**src/rtl/picoMIPS_pkg.sv**
```systemverilog
// Shared types and constants for the picoMIPS switch/button input conditioning.
package picoMIPS_pkg;

  typedef enum logic [1:0] {
    REL       = 2'd0,
    PRESS_CHK = 2'd1,
    PRS       = 2'd2,
    REL_CHK   = 2'd3
  } btn_state_t;

  localparam logic [15:0] DEB_CYCLES_DEFAULT = 16'd50000;

endpackage

```
**src/rtl/switch_conditioner_sync2.sv**
```systemverilog
// sync2: parameterised-width two-flop synchronizer with asynchronous active-low clear.
module sync2 #(
  parameter int W = 1
) (
  input  logic         clk,
  input  logic         nreset,
  input  logic [W-1:0] d,
  output logic [W-1:0] q
);

  logic [W-1:0] meta_reg;
  logic [W-1:0] sync_reg;

  always_ff @(posedge clk or negedge nreset) begin
    if (!nreset) begin
      meta_reg <= '0;
      sync_reg <= '0;
    end else begin
      meta_reg <= d;
      sync_reg <= meta_reg;
    end
  end

  assign q = sync_reg;

endmodule

```
**src/rtl/switch_conditioner.sv**
```systemverilog
// Conditions the slide-switch bank and push-button for the picoMIPS CPU.
// Optional macro SW_DEBOUNCE_EN adds a whole-bus stability filter on x.
module switch_conditioner
  import picoMIPS_pkg::*;
#(
  parameter int          n          = 8,
  parameter logic [15:0] DEB_CYCLES = DEB_CYCLES_DEFAULT
) (
  input  logic         clk,
  input  logic         nreset,
  input  logic [n-1:0] sw,
  input  logic         btn,
  output logic [n-1:0] x,
  output logic         Bstus,
  output logic         Bpulse
);

  localparam int            CW       = $clog2(int'(DEB_CYCLES) + 1);
  localparam logic [CW-1:0] CNT_ONE  = CW'(1);
  localparam logic [CW-1:0] CNT_LAST = CW'(int'(DEB_CYCLES) - 1);

  logic [n-1:0] sw_sync;
  logic [0:0]   btn_sync;

  sync2 #(.W(n)) u_sync_sw (
    .clk    (clk),
    .nreset (nreset),
    .d      (sw),
    .q      (sw_sync)
  );

  sync2 #(.W(1)) u_sync_btn (
    .clk    (clk),
    .nreset (nreset),
    .d      (btn),
    .q      (btn_sync)
  );

  btn_state_t    state_reg;
  logic [CW-1:0] cnt_reg;
  logic          bstus_reg;
  logic          bpulse_reg;

  // Outputs are updated together with the state so Bstus/Bpulse change on the same edge.
  always_ff @(posedge clk or negedge nreset) begin
    if (!nreset) begin
      state_reg  <= REL;
      cnt_reg    <= '0;
      bstus_reg  <= 1'b0;
      bpulse_reg <= 1'b0;
    end else begin
      bpulse_reg <= 1'b0;
      case (state_reg)
        REL: begin
          if (btn_sync[0]) begin
            state_reg <= PRESS_CHK;
            cnt_reg   <= CNT_ONE;
          end
        end
        PRESS_CHK: begin
          if (!btn_sync[0]) begin
            state_reg <= REL;
            cnt_reg   <= '0;
          end else if (cnt_reg == CNT_LAST) begin
            state_reg  <= PRS;
            cnt_reg    <= '0;
            bstus_reg  <= 1'b1;
            bpulse_reg <= 1'b1;
          end else begin
            cnt_reg <= cnt_reg + CNT_ONE;
          end
        end
        PRS: begin
          if (!btn_sync[0]) begin
            state_reg <= REL_CHK;
            cnt_reg   <= CNT_ONE;
          end
        end
        REL_CHK: begin
          if (btn_sync[0]) begin
            state_reg <= PRS;
            cnt_reg   <= '0;
          end else if (cnt_reg == CNT_LAST) begin
            state_reg <= REL;
            cnt_reg   <= '0;
            bstus_reg <= 1'b0;
          end else begin
            cnt_reg <= cnt_reg + CNT_ONE;
          end
        end
        default: begin
          state_reg <= REL;
          cnt_reg   <= '0;
          bstus_reg <= 1'b0;
        end
      endcase
    end
  end

  assign Bstus  = bstus_reg;
  assign Bpulse = bpulse_reg;

`ifdef SW_DEBOUNCE_EN
  logic [n-1:0]  sw_last_reg;
  logic [n-1:0]  x_reg;
  logic [CW-1:0] sw_cnt_reg;

  // One shared counter for the whole bus; any bit change restarts it.
  always_ff @(posedge clk or negedge nreset) begin
    if (!nreset) begin
      sw_last_reg <= '0;
      x_reg       <= '0;
      sw_cnt_reg  <= '0;
    end else begin
      sw_last_reg <= sw_sync;
      if (sw_sync != sw_last_reg) begin
        sw_cnt_reg <= '0;
      end else if (sw_cnt_reg == CNT_LAST) begin
        x_reg <= sw_sync;
      end else begin
        sw_cnt_reg <= sw_cnt_reg + CNT_ONE;
      end
    end
  end

  assign x = x_reg;
`else
  assign x = sw_sync;
`endif

endmodule

```
**config.mk**
```make
export PLATFORM = sky130hd
export DESIGN_NAME = switch_conditioner
export DESIGN_NICKNAME = d
export VERILOG_FILES = /design/src/rtl/picoMIPS_pkg.sv /design/src/rtl/switch_conditioner_sync2.sv /design/src/rtl/switch_conditioner.sv
export SDC_FILE = /design/constraint.sdc
export NUM_CORES = 1
export LEC_CHECK = 0
export BUFFER_PORTS_ARGS = -buffer_cell sky130_fd_sc_hd__buf_2
export CORE_ASPECT_RATIO = 1.75
export CORE_MARGIN = 5
export CORE_UTILIZATION = 53
export DETAILED_ROUTE_END_ITERATION = 10
export PLACE_DENSITY = 0.74
export SETUP_SLACK_MARGIN = 0.4
export SYNTH_ARGS = -nofsm -noshare
export SYNTH_HDL_FRONTEND = slang
export SYNTH_SLANG_ARGS = --single-unit
export TNS_END_PERCENT = 20
```
**constraint.sdc**
```tcl
create_clock -name clk -period 2.2 [get_ports clk]
set_input_delay 0.11 -clock clk [delete_from_list [all_inputs] [get_ports clk]]
set_output_delay 0.11 -clock clk [all_outputs]
set_load 0.05 [all_outputs]
```
# == Yosys cells after proc, flatten, opt, wreduce, memory -nomap -nowiden ==
# Index checks and enable logic that the tools add are counted.
# word_totals
ff_bits,38
output_inout_bits,10
elab_cells,47
# classes
add_sub_neg,1
n_eq_ne,12
n_mux,21
reduce_logical,5
# ops
op,count
2-to-1 mux 16 bit,5
case mux 16 bit (4 select lines),1
adder 16 x 1 -> 16 bit (second input constant),1
equality test 16 bit (second input constant),1
2-to-1 mux 2 bit,6
inequality test 2 bit (second input constant),4
case mux 2 bit (4 select lines),1
2-to-1 mux 1 bit,7
AND reduction 5 bit,1
equality test 2 bit (second input constant),2
inequality test 2 x 1 -> 1 bit (second input constant),2
AND reduction 4 bit,1
inequality test 3 x 2 -> 1 bit (second input constant),1
inequality test 3 bit (second input constant),1
equality test 2 x 1 -> 1 bit (second input constant),1
zero test 2 bit,1
case mux 1 bit (2 select lines),1
AND reduction 2 bit,1
nonzero test 2 bit,1

# == Longest topological paths before layout ==
# Gate-level depths: netlist of run 1.
# logic_depth
depth_word,4
depth_mapped,7
mapped_depth_nobuf,6

# == Cells and area by module ==
# From an unflattened synthesis of run 1, not the netlist that was laid out.
# unflattened
cells_unflattened,144
hier_area_um2,1644.1
# by_module_without_submodules
mod,n_inst,cells_per_inst,area_each_um2,seq_area_each_um2
switch_conditioner,1,126,1193.6,500.5
sync2 at u_sync_sw,1,16,400.4,400.4
sync2 at u_sync_btn,1,2,50.0,50.0

# == Worst setup path before layout of run 1 ==
# No wires, ideal clock.
# synth_path
path_kind,register to register
start,reg cnt_reg[11]
end,reg cnt_reg[13]
setup_ns,0.133
t_arrival_ns,1.833
required_ns,2.067
slack_ns,0.234
path_stages_with_launch,7
path_buffers,1
synth_period_minus_slack_ns,1.966
cell_sequence,dfrtp_1 -> or4_4 -> nor4_4 -> nor2_4 -> buf_6 -> a32oi_1 -> nand2_1
# synth_between
elab_chain_cells,4
# synth_lines
item,line_no,text
from (decl),switch_conditioner.sv:40,logic [CW-1:0] cnt_reg;
from (signal assigned),switch_conditioner.sv:70,cnt_reg <= cnt_reg + CNT_ONE;
from (signal assigned),switch_conditioner.sv:88,cnt_reg <= cnt_reg + CNT_ONE;
adder 16 x 1 -> 16 bit / equality test 16 bit (equally long branches),n/a,
2-to-1 mux 16 bit *,"switch_conditioner.sv:64, switch_conditioner.sv:83",
2-to-1 mux 16 bit (on tied branches),"switch_conditioner.sv:80, switch_conditioner.sv:61",
case mux 16 bit (4 select lines) *,switch_conditioner.sv:53,case (state_reg)
# Every way passes the cells marked *; elsewhere a longest branch is shown, timed or not.
# A chain may end at the register's enable or synchronous reset.

# == Worst setup path in the final report of run 1 ==
# layout_path
start,reg cnt_reg[13]
end,reg cnt_reg[13]
# The elaborated chain is that of the path after synthesis.

==> results of run 1 <==
[kinds of logic (layout without fill, tap and decap cells)]
group | Yosys count | count (layout)
compound gates | 38 | 38
fa+ha+maj | 1 | 1
buf+inv | 6 | 48
xor+xnor | 1 | 1
simple gates | 53 | 54
flops | 38 | 38
[cells in the final DEF, fill, tap and decap left out, types with 4 or more instances in the layout]
cell,n
o21ai_1,4
a21oi_1,7
nand2_1,10
buf_2,20
dfrtp_1,38
o21ai_0,10
buf_4,9
a31oi_1,8
and3_1,5
nand3_1,9
clkbuf_8,6
nor2_1,8
dlygate4sd3_1,10
[layout make-up]
cell class / count / area (um^2) / share of cell area [%]
inverter: 2 / 7.51 / 0.385
timing repair buffer: 39 / 268 / 13.7
clock buffer: 6 / 82.6 / 4.24
clock inverter: 1 / 30.0 / 1.54
multi-input combinational: 94 / 576 / 29.5
sequential: 38 / 951 / 48.8
tap: 27 / 33.8 / 1.73
[path summary, 6_finish.rpt]
path                                        from        endpoint  cells past startpoint
max reg2reg                          cnt_reg[13]     cnt_reg[13]                      6
min reg2reg                u_sync_sw.meta_reg[0]  u_sync_sw.q[0]                      0
min in group asynchronous                 nreset  u_sync_sw.q[7]                      2
min                        u_sync_sw.meta_reg[0]  u_sync_sw.q[0]                      0
max                                  cnt_reg[13]     cnt_reg[13]                      6
max in group asynchronous                 nreset  u_sync_sw.q[1]                      2
[synth_stat cells, types with 2 or more instances]
cell | instances | share of area (%)
nand4b_1 | 2 | 1.1
clkbuf_1 | 2 | 0.49
nor3_1 | 2 | 0.65
nor4_1 | 2 | 0.82
or2_2 | 2 | 0.82
o21ai_0 | 14 | 4.6
nand2_1 | 12 | 2.9
inv_1 | 2 | 0.49
a21oi_1 | 8 | 2.6
or3_1 | 2 | 0.82
nand4_1 | 3 | 1.2
nor2_1 | 8 | 2.0
a31oi_1 | 8 | 3.3
and3_1 | 5 | 2.0
dfrtp_1 | 38 | 62
nand3_1 | 9 | 2.9
[metal layers]
metal  part of all wire [%]  track usage [%]  vias to the layer above
li1                       -                -                      592
met1                     37             21.8                      621
met2                     55             35.1                       54
met5                      0                0                        -
met3                    5.5             4.04                        8
met4                    2.2             11.3                        0
[per-stage QoR]
stage / util, % / std cells / hold WS, ns / setup slack [ns] / area, um^2
finish: 70.8 / 207 / 0.349 / 0.409 / 1950
CTS: 69.5 / 205 / 0.352 / 0.335 / 1910
global route: 70.8 / 207 / 0.364 / 0.292 / 1950
global placement: 60.0 / 181 / 0.218 / 0.318 / 1650
detailed placement: 60.0 / 181 / 0.219 / 0.249 / 1650
floorplan: - / 137 / -0.186 / 0.388 / 1530
[power breakdown]
| group | internal [mW] | total [mW] | leakage [nW] | switching (mW) |
|---|---|---|---|---|
| Clock | 0.362 | 0.582 | 0.0573 | 0.220 |
| Sequential | 0.724 | 0.742 | 0.483 | 0.0185 |
| Combinational | 0.0451 | 0.121 | 0.335 | 0.0763 |
| Total | 1.13 | 1.45 | 0.876 | 0.315 |
[what timing repair did]
item / 4_1_cts / 5_1_grt
gates cloned: 1 / 0
hold buffers: 10 / 0
setup endpoints to repair: 17 / 16
gates resized for setup: 0 / 9
pin swaps: 1 / 2
endpoints found under the hold margin: 47 / 0
buffers inserted: 6 / 2
[critical path, cell delays in order (launching register included)]
cell and delay (ns):
dfrtp_1 0.39, or4_4 0.55, nor4_4 0.21, buf_4 0.20, nor2_4 0.06, a32oi_1 0.18, nand2_1 0.07
==> impl_summary.txt, run 1 <==
----------------------------------------------------
[GRT]
  Maximum number of pins on one net before global-route repair ... 39
  GR Util All Layers ... between 20% and 30%
  Number of antenna violations at the first check in global routing ... 0
  Number of global-route vias before repair ... ~1300
  Wire length of the first global-routing pass ... 6170 um
  Sum of overflow across all layers after global routing ... 0

[Yosys]
  Share of synthesized area spent on multiplexers ... 0%
  Simple logic cell fraction of the synthesized area ... about a fifth
  Netlist area before placement ... ~1500 um^2
  Unique masters post-synth ... 34
  Proportion of synthesized flip-flops having asynchronous set or reset ... 100%
  Share of the synthesized area in compound gates (AO/OA/AOI/OAI) ... between 10% and 20%
  Combinational family with the most area after synthesis ... simple AND/OR/NAND/NOR gates
  Count of flip-flops with a built-in enable after synthesis ... 0
  Number of nets produced by synthesis ... 149
  Synthesized-area fraction occupied by adder cells ... less than 1%
  Synth Area in XOR/XNOR ... less than 1%
  Seq cells post-synth ... 38
  Ys Warns ... 0
  Seq/Total Area, Yosys ... between 60% and 70%
  Most frequently used flop master after synthesis ... dfrtp_1
  Synth Instances ... 137
  Mean post-synth cell area ... 11.2 um^2

[Cells and area]
  Synth-to-layout area growth ... 27.1%
  Number of antenna repair diodes ... 0
  Fraction of layout instances using a drive strength above 1 ... between 20% and 30%
  Total Nets Final ... about 190
  Fill cell instance count of the final layout ... just under 200
  Flip-flop count of the largest register, all copies and words added ... 16

[Status]
  Outcome ... finished, final reports clean

[Critical path]
  Required @ worst endpoint ... approximately 2.4 ns
  Startpoint-to-endpoint class of the critical path ... flop to flop
  Worst Setup End Kind ... flop
  CP Launch Type ... flop
  Arr. time, crit path ... just under 2 ns
  Max FO, Critical Path ... 8
  Worst reg-to-reg setup slack ... ~0.4 ns

[Power and ir drop]
  Pwr Density ... approximately 740 nW/um^2
  Maximum resistive drop on vdd ... 658 uV
  Sum of internal, switching and leakage power ... between 1 and 1.5 mW
  Leakage power ... roughly 0.88 nW

[STA]
  Number of hold violations in the final report ... 0
  Worst slew margin ... between 40% and 50%
  Worst-margin pin slew ... approximately 0.8 ns
  Setup violations, final ... 0
  Count of final max-slew check failures ... 0
  Final clock period utilization by the worst path ... between 80% and 90%
  Top achievable clock speed ... approximately 560 MHz
  Setup tns final ... 0 ns
  Post-layout min period ... around 1.8 ns
  Post-route clock skew ... 0.00829 ns
  Setup repair after global routing missed its margin ... true

[Clock network]
  Total CTS buffers ... 5
  CTS H-Tree Depth ... 2
  Clock tree root driver cell ... clkbuf_8
  # clock sinks ... 38
  CTS clk-pin slew, worst paths ... ~0.070 ns
  Clock tree from TritonCTS ... yes
  Bufs on Longest Clock Path ... 2
  Later-pin clock latency in the skew report ... a little under 0.3 ns

[Detailed routing]
  Wire length per cell after detailed routing ... between 15 and 20 um
  Post-detailed-route count of antenna-violating nets ... 0
  Routed WL ... about 3400 um
  Remaining routing DRC violations ... 0
  Total via count after detailed routing ... 1275
  DR pass1 iterations ... 4
  Violation count after the first detailed-routing iteration ... 72
  Average via count per standard cell ... 6.16

[Die]
  Initial core utilization ... 55.7%
  Chip Width ... just over 50 um
  Height of the die ... slightly above 80 um
  Area of the core ... between 2000 and 3000 um^2
  Row count ... 25
  I/O pin cnt ... 21
  Die Outline Area ... around 4100 um^2

[Hold path]
  Kind of path behind the tightest hold check ... flop to flop

[Placed design]
  Hpwl dp ... roughly 2200 um
  Buffers added on ports ... 20
  Final GP Congestion ... about 0.92

[Flow run]
  Count of max-cap constraint violations ... 0

----------------------------------------------------
Note: power is estimated with default switching activity, not from simulation.
==> run 2: changes to the inputs <==
- clock period: 2.2 -> 1.8 ns (I/O delays scaled with it)
==> impl_summary.txt, run 2 (synthesized netlist as in run 1, its figures left out) <==
----------------------------------------------------
[STA]
  Count of final max-slew check failures ... 0 (unchanged)
  Top achievable clock speed ... 561 MHz (was 558 MHz)
  Setup repair after global routing missed its margin ... true (unchanged)
  Final Worst Setup Slack ... 0.0179 ns (was 0.409 ns)
  Final clock period utilization by the worst path ... 99.0% (was 81.4%)
  Worst-margin pin slew ... 0.791 ns (was 0.803 ns)
  Post-route clock skew ... 0.00985 ns (was 0.00829 ns)
  Worst slew margin ... 47.3% (was 46.4%)
  Setup violations, final ... 0 (unchanged)
  Final hold slack ... 0.350 ns (was 0.349 ns)
  Number of hold violations in the final report ... 0 (unchanged)
  Post-layout min period ... 1.78 ns (was 1.79 ns)

[GRT]
  Sum of overflow across all layers after global routing ... 0 (unchanged)
  Number of antenna violations at the first check in global routing ... 0 (unchanged)
  GR Util All Layers ... 19.9% (was 20.0%)
  Number of global-route vias before repair ... 1337 (was 1331)
  Maximum number of pins on one net before global-route repair ... 39 (unchanged)
  Wire length of the first global-routing pass ... 6070 um (was 6170 um)

[Cells and area]
  Number of antenna repair diodes ... 0 (unchanged)
  Synth-to-layout area growth ... 28.0% (was 27.1%)
  Fill cell instance count of the final layout ... 201 (was 195)
  Layout Cells excl Fill ... 213 (was 207)
  Most common cell after layout, fill and taps aside ... dfrtp_1 (unchanged)
  Final design utilization ... 71.3% (was 70.8%)
  Total Nets Final ... 197 (was 192)
  Flip-flop count of the largest register, all copies and words added ... 16 (unchanged)
  Final standard cell area without fillers ... 1960 um^2 (was 1950 um^2)
  Fraction of layout instances using a drive strength above 1 ... 28.0% (was 27.2%)
  Commonest non-fill, non-tap cells in the layout ... dfrtp_1 (38), buf_2 (20), buf_4 (14), nand2_1 (12), o21ai_0 (12) (was dfrtp_1 (38), buf_2 (20), nand2_1 (10), o21ai_0 (10), dlygate4sd3_1 (10))

[Die]
  I/O pin cnt ... 21 (unchanged)
  Height of the die ... 81.1 um (unchanged)
  Chip Width ... 50.7 um (unchanged)
  Row count ... 25 (unchanged)
  Die Outline Area ... 4110 um^2 (unchanged)
  Area of the core ... 2750 um^2 (unchanged)
  Initial core utilization ... 55.7% (unchanged)

[Critical path]
  Arr. time, crit path ... 1.96 ns (about the same)
  Startpoint-to-endpoint class of the critical path ... flop to flop (unchanged)
  Required @ worst endpoint ... 1.98 ns (was 2.37 ns)
  CP Launch Type ... flop (unchanged)
  Worst Setup End Kind ... flop (unchanged)
  Max FO, Critical Path ... 5 (was 8)

[Placed design]
  Cells after DPL ... 192 (was 181)
  Buffers added on ports ... 20 (unchanged)
  Dpl cell area ... 1730 um^2 (was 1650 um^2)
  Hpwl dp ... 2300 um (was 2200 um)
  Final GP Congestion ... 0.853 (was 0.922)
  Worst setup timing slack at the placement stage ... 0.0416 ns (was 0.249 ns)

[Power and ir drop]
  Leakage power ... 0.890 nW (was 0.876 nW)
  Maximum resistive drop on vdd ... 711 uV (was 658 uV)
  Pwr Density ... 854 nW/um^2 (was 742 nW/um^2)

[Detailed routing]
  Average via count per standard cell ... 5.91 (was 6.16)
  DR pass1 iterations ... 5 (was 4)
  Violation count after the first detailed-routing iteration ... 81 (was 72)
  Total via count after detailed routing ... 1258 (was 1275)
  Remaining routing DRC violations ... 0 (unchanged)
  Wire length per cell after detailed routing ... 16.7 um (was 16.5 um)
  Post-detailed-route count of antenna-violating nets ... 0 (unchanged)
  Routed WL ... 3560 um (was 3430 um)

[Hold path]
  Kind of path behind the tightest hold check ... flop to flop (unchanged)

[Clock network]
  Bufs on Longest Clock Path ... 2 (unchanged)
  CTS clk-pin slew, worst paths ... 0.08 ns (was 0.07 ns)
  Total CTS buffers ... 5 (unchanged)
  Clock tree from TritonCTS ... yes (unchanged)
  CTS H-Tree Depth ... 2 (unchanged)
  Clock tree root driver cell ... clkbuf_8 (unchanged)
  Later-pin clock latency in the skew report ... 0.30 ns (was 0.29 ns)
  # clock sinks ... 38 (unchanged)

[Status]
  Outcome ... finished, final reports clean (unchanged)

[Flow run]
  Count of max-cap constraint violations ... 0 (unchanged)

----------------------------------------------------
[run 2: power breakdown]
group	switching (mW)	internal, mW	total [mW]
sequential	0.0178	0.884	0.902
clock	0.308	0.308	0.616
combinational	0.0983	0.0598	0.158
[run 2: timing repair]
item / 4_1_cts / 5_1_grt
setup endpoints to repair: 20 / 20
gates resized for setup: 1 / 4
cloned: 1 / 0
endpoints found under the hold margin: 47 / 0
pin swaps: 0 / 0
hold buffers: 10 / 0
setup buffers: 1 / 1
[run 2: final timing paths]
check | cells after the start | to | slack (ns) | startpoint
min in group asynchronous | 2 | cnt_reg[8] | 0.42 | nreset
hold / removal | 0 | u_sync_sw.q[2] | 0.35 | u_sync_sw.meta_reg[2]
setup reg to reg | 5 | flop | 0.02 | cnt_reg[13]
hold reg to reg | 0 | u_sync_sw.q[2] | 0.35 | u_sync_sw.meta_reg[2]
setup / recovery | 5 | flop | 0.02 | cnt_reg[13]
max in group asynchronous | 2 | Bstus | 0.87 | nreset
[run 2: layout make-up]
| type | instances | area (um^2) | share of cell area [%] |
|---|---|---|---|
| clock inverters | 2 | 12.5 | 0.638 |
| flip-flops and latches | 38 | 951 | 48.5 |
| repair buffers | 44 | 305 | 15.6 |
| multi-input cells | 94 | 569 | 29.0 |
| well taps | 27 | 33.8 | 1.72 |
| clock buffers | 6 | 82.6 | 4.21 |
| inverters | 2 | 7.51 | 0.383 |
[run 2: stage by stage]
step | total power [mW] | TNS (ns)
3_3_place_gp | 1.05 | 0
4_1_cts | 1.68 | 0
5_1_grt | 1.75 | -0.385
2_1_floorplan | 0.994 | -0.0123
3_5_place_dp | 1.06 | 0
6_report | 1.68 | 0
[run 2: critical path: stages (launching register included)]
cell and delay [ns]:
dfrtp_1 0.38, or4_4 0.56, nor4_4 0.21, buf_4 0.21
nand2_1 0.09, a21bo_2 0.22
[run 2: routing by layer]
metal | wire length, um | GRT usage (%) | vias up
li1 | - | - | 597
met1 | 1360 | 21.6 | 599
met2 | 1910 | 34.6 | 50
met3 | 175 | 4.40 | 12
met4 | 120 | 11.5 | 0
met5 | 0 | 0 | -
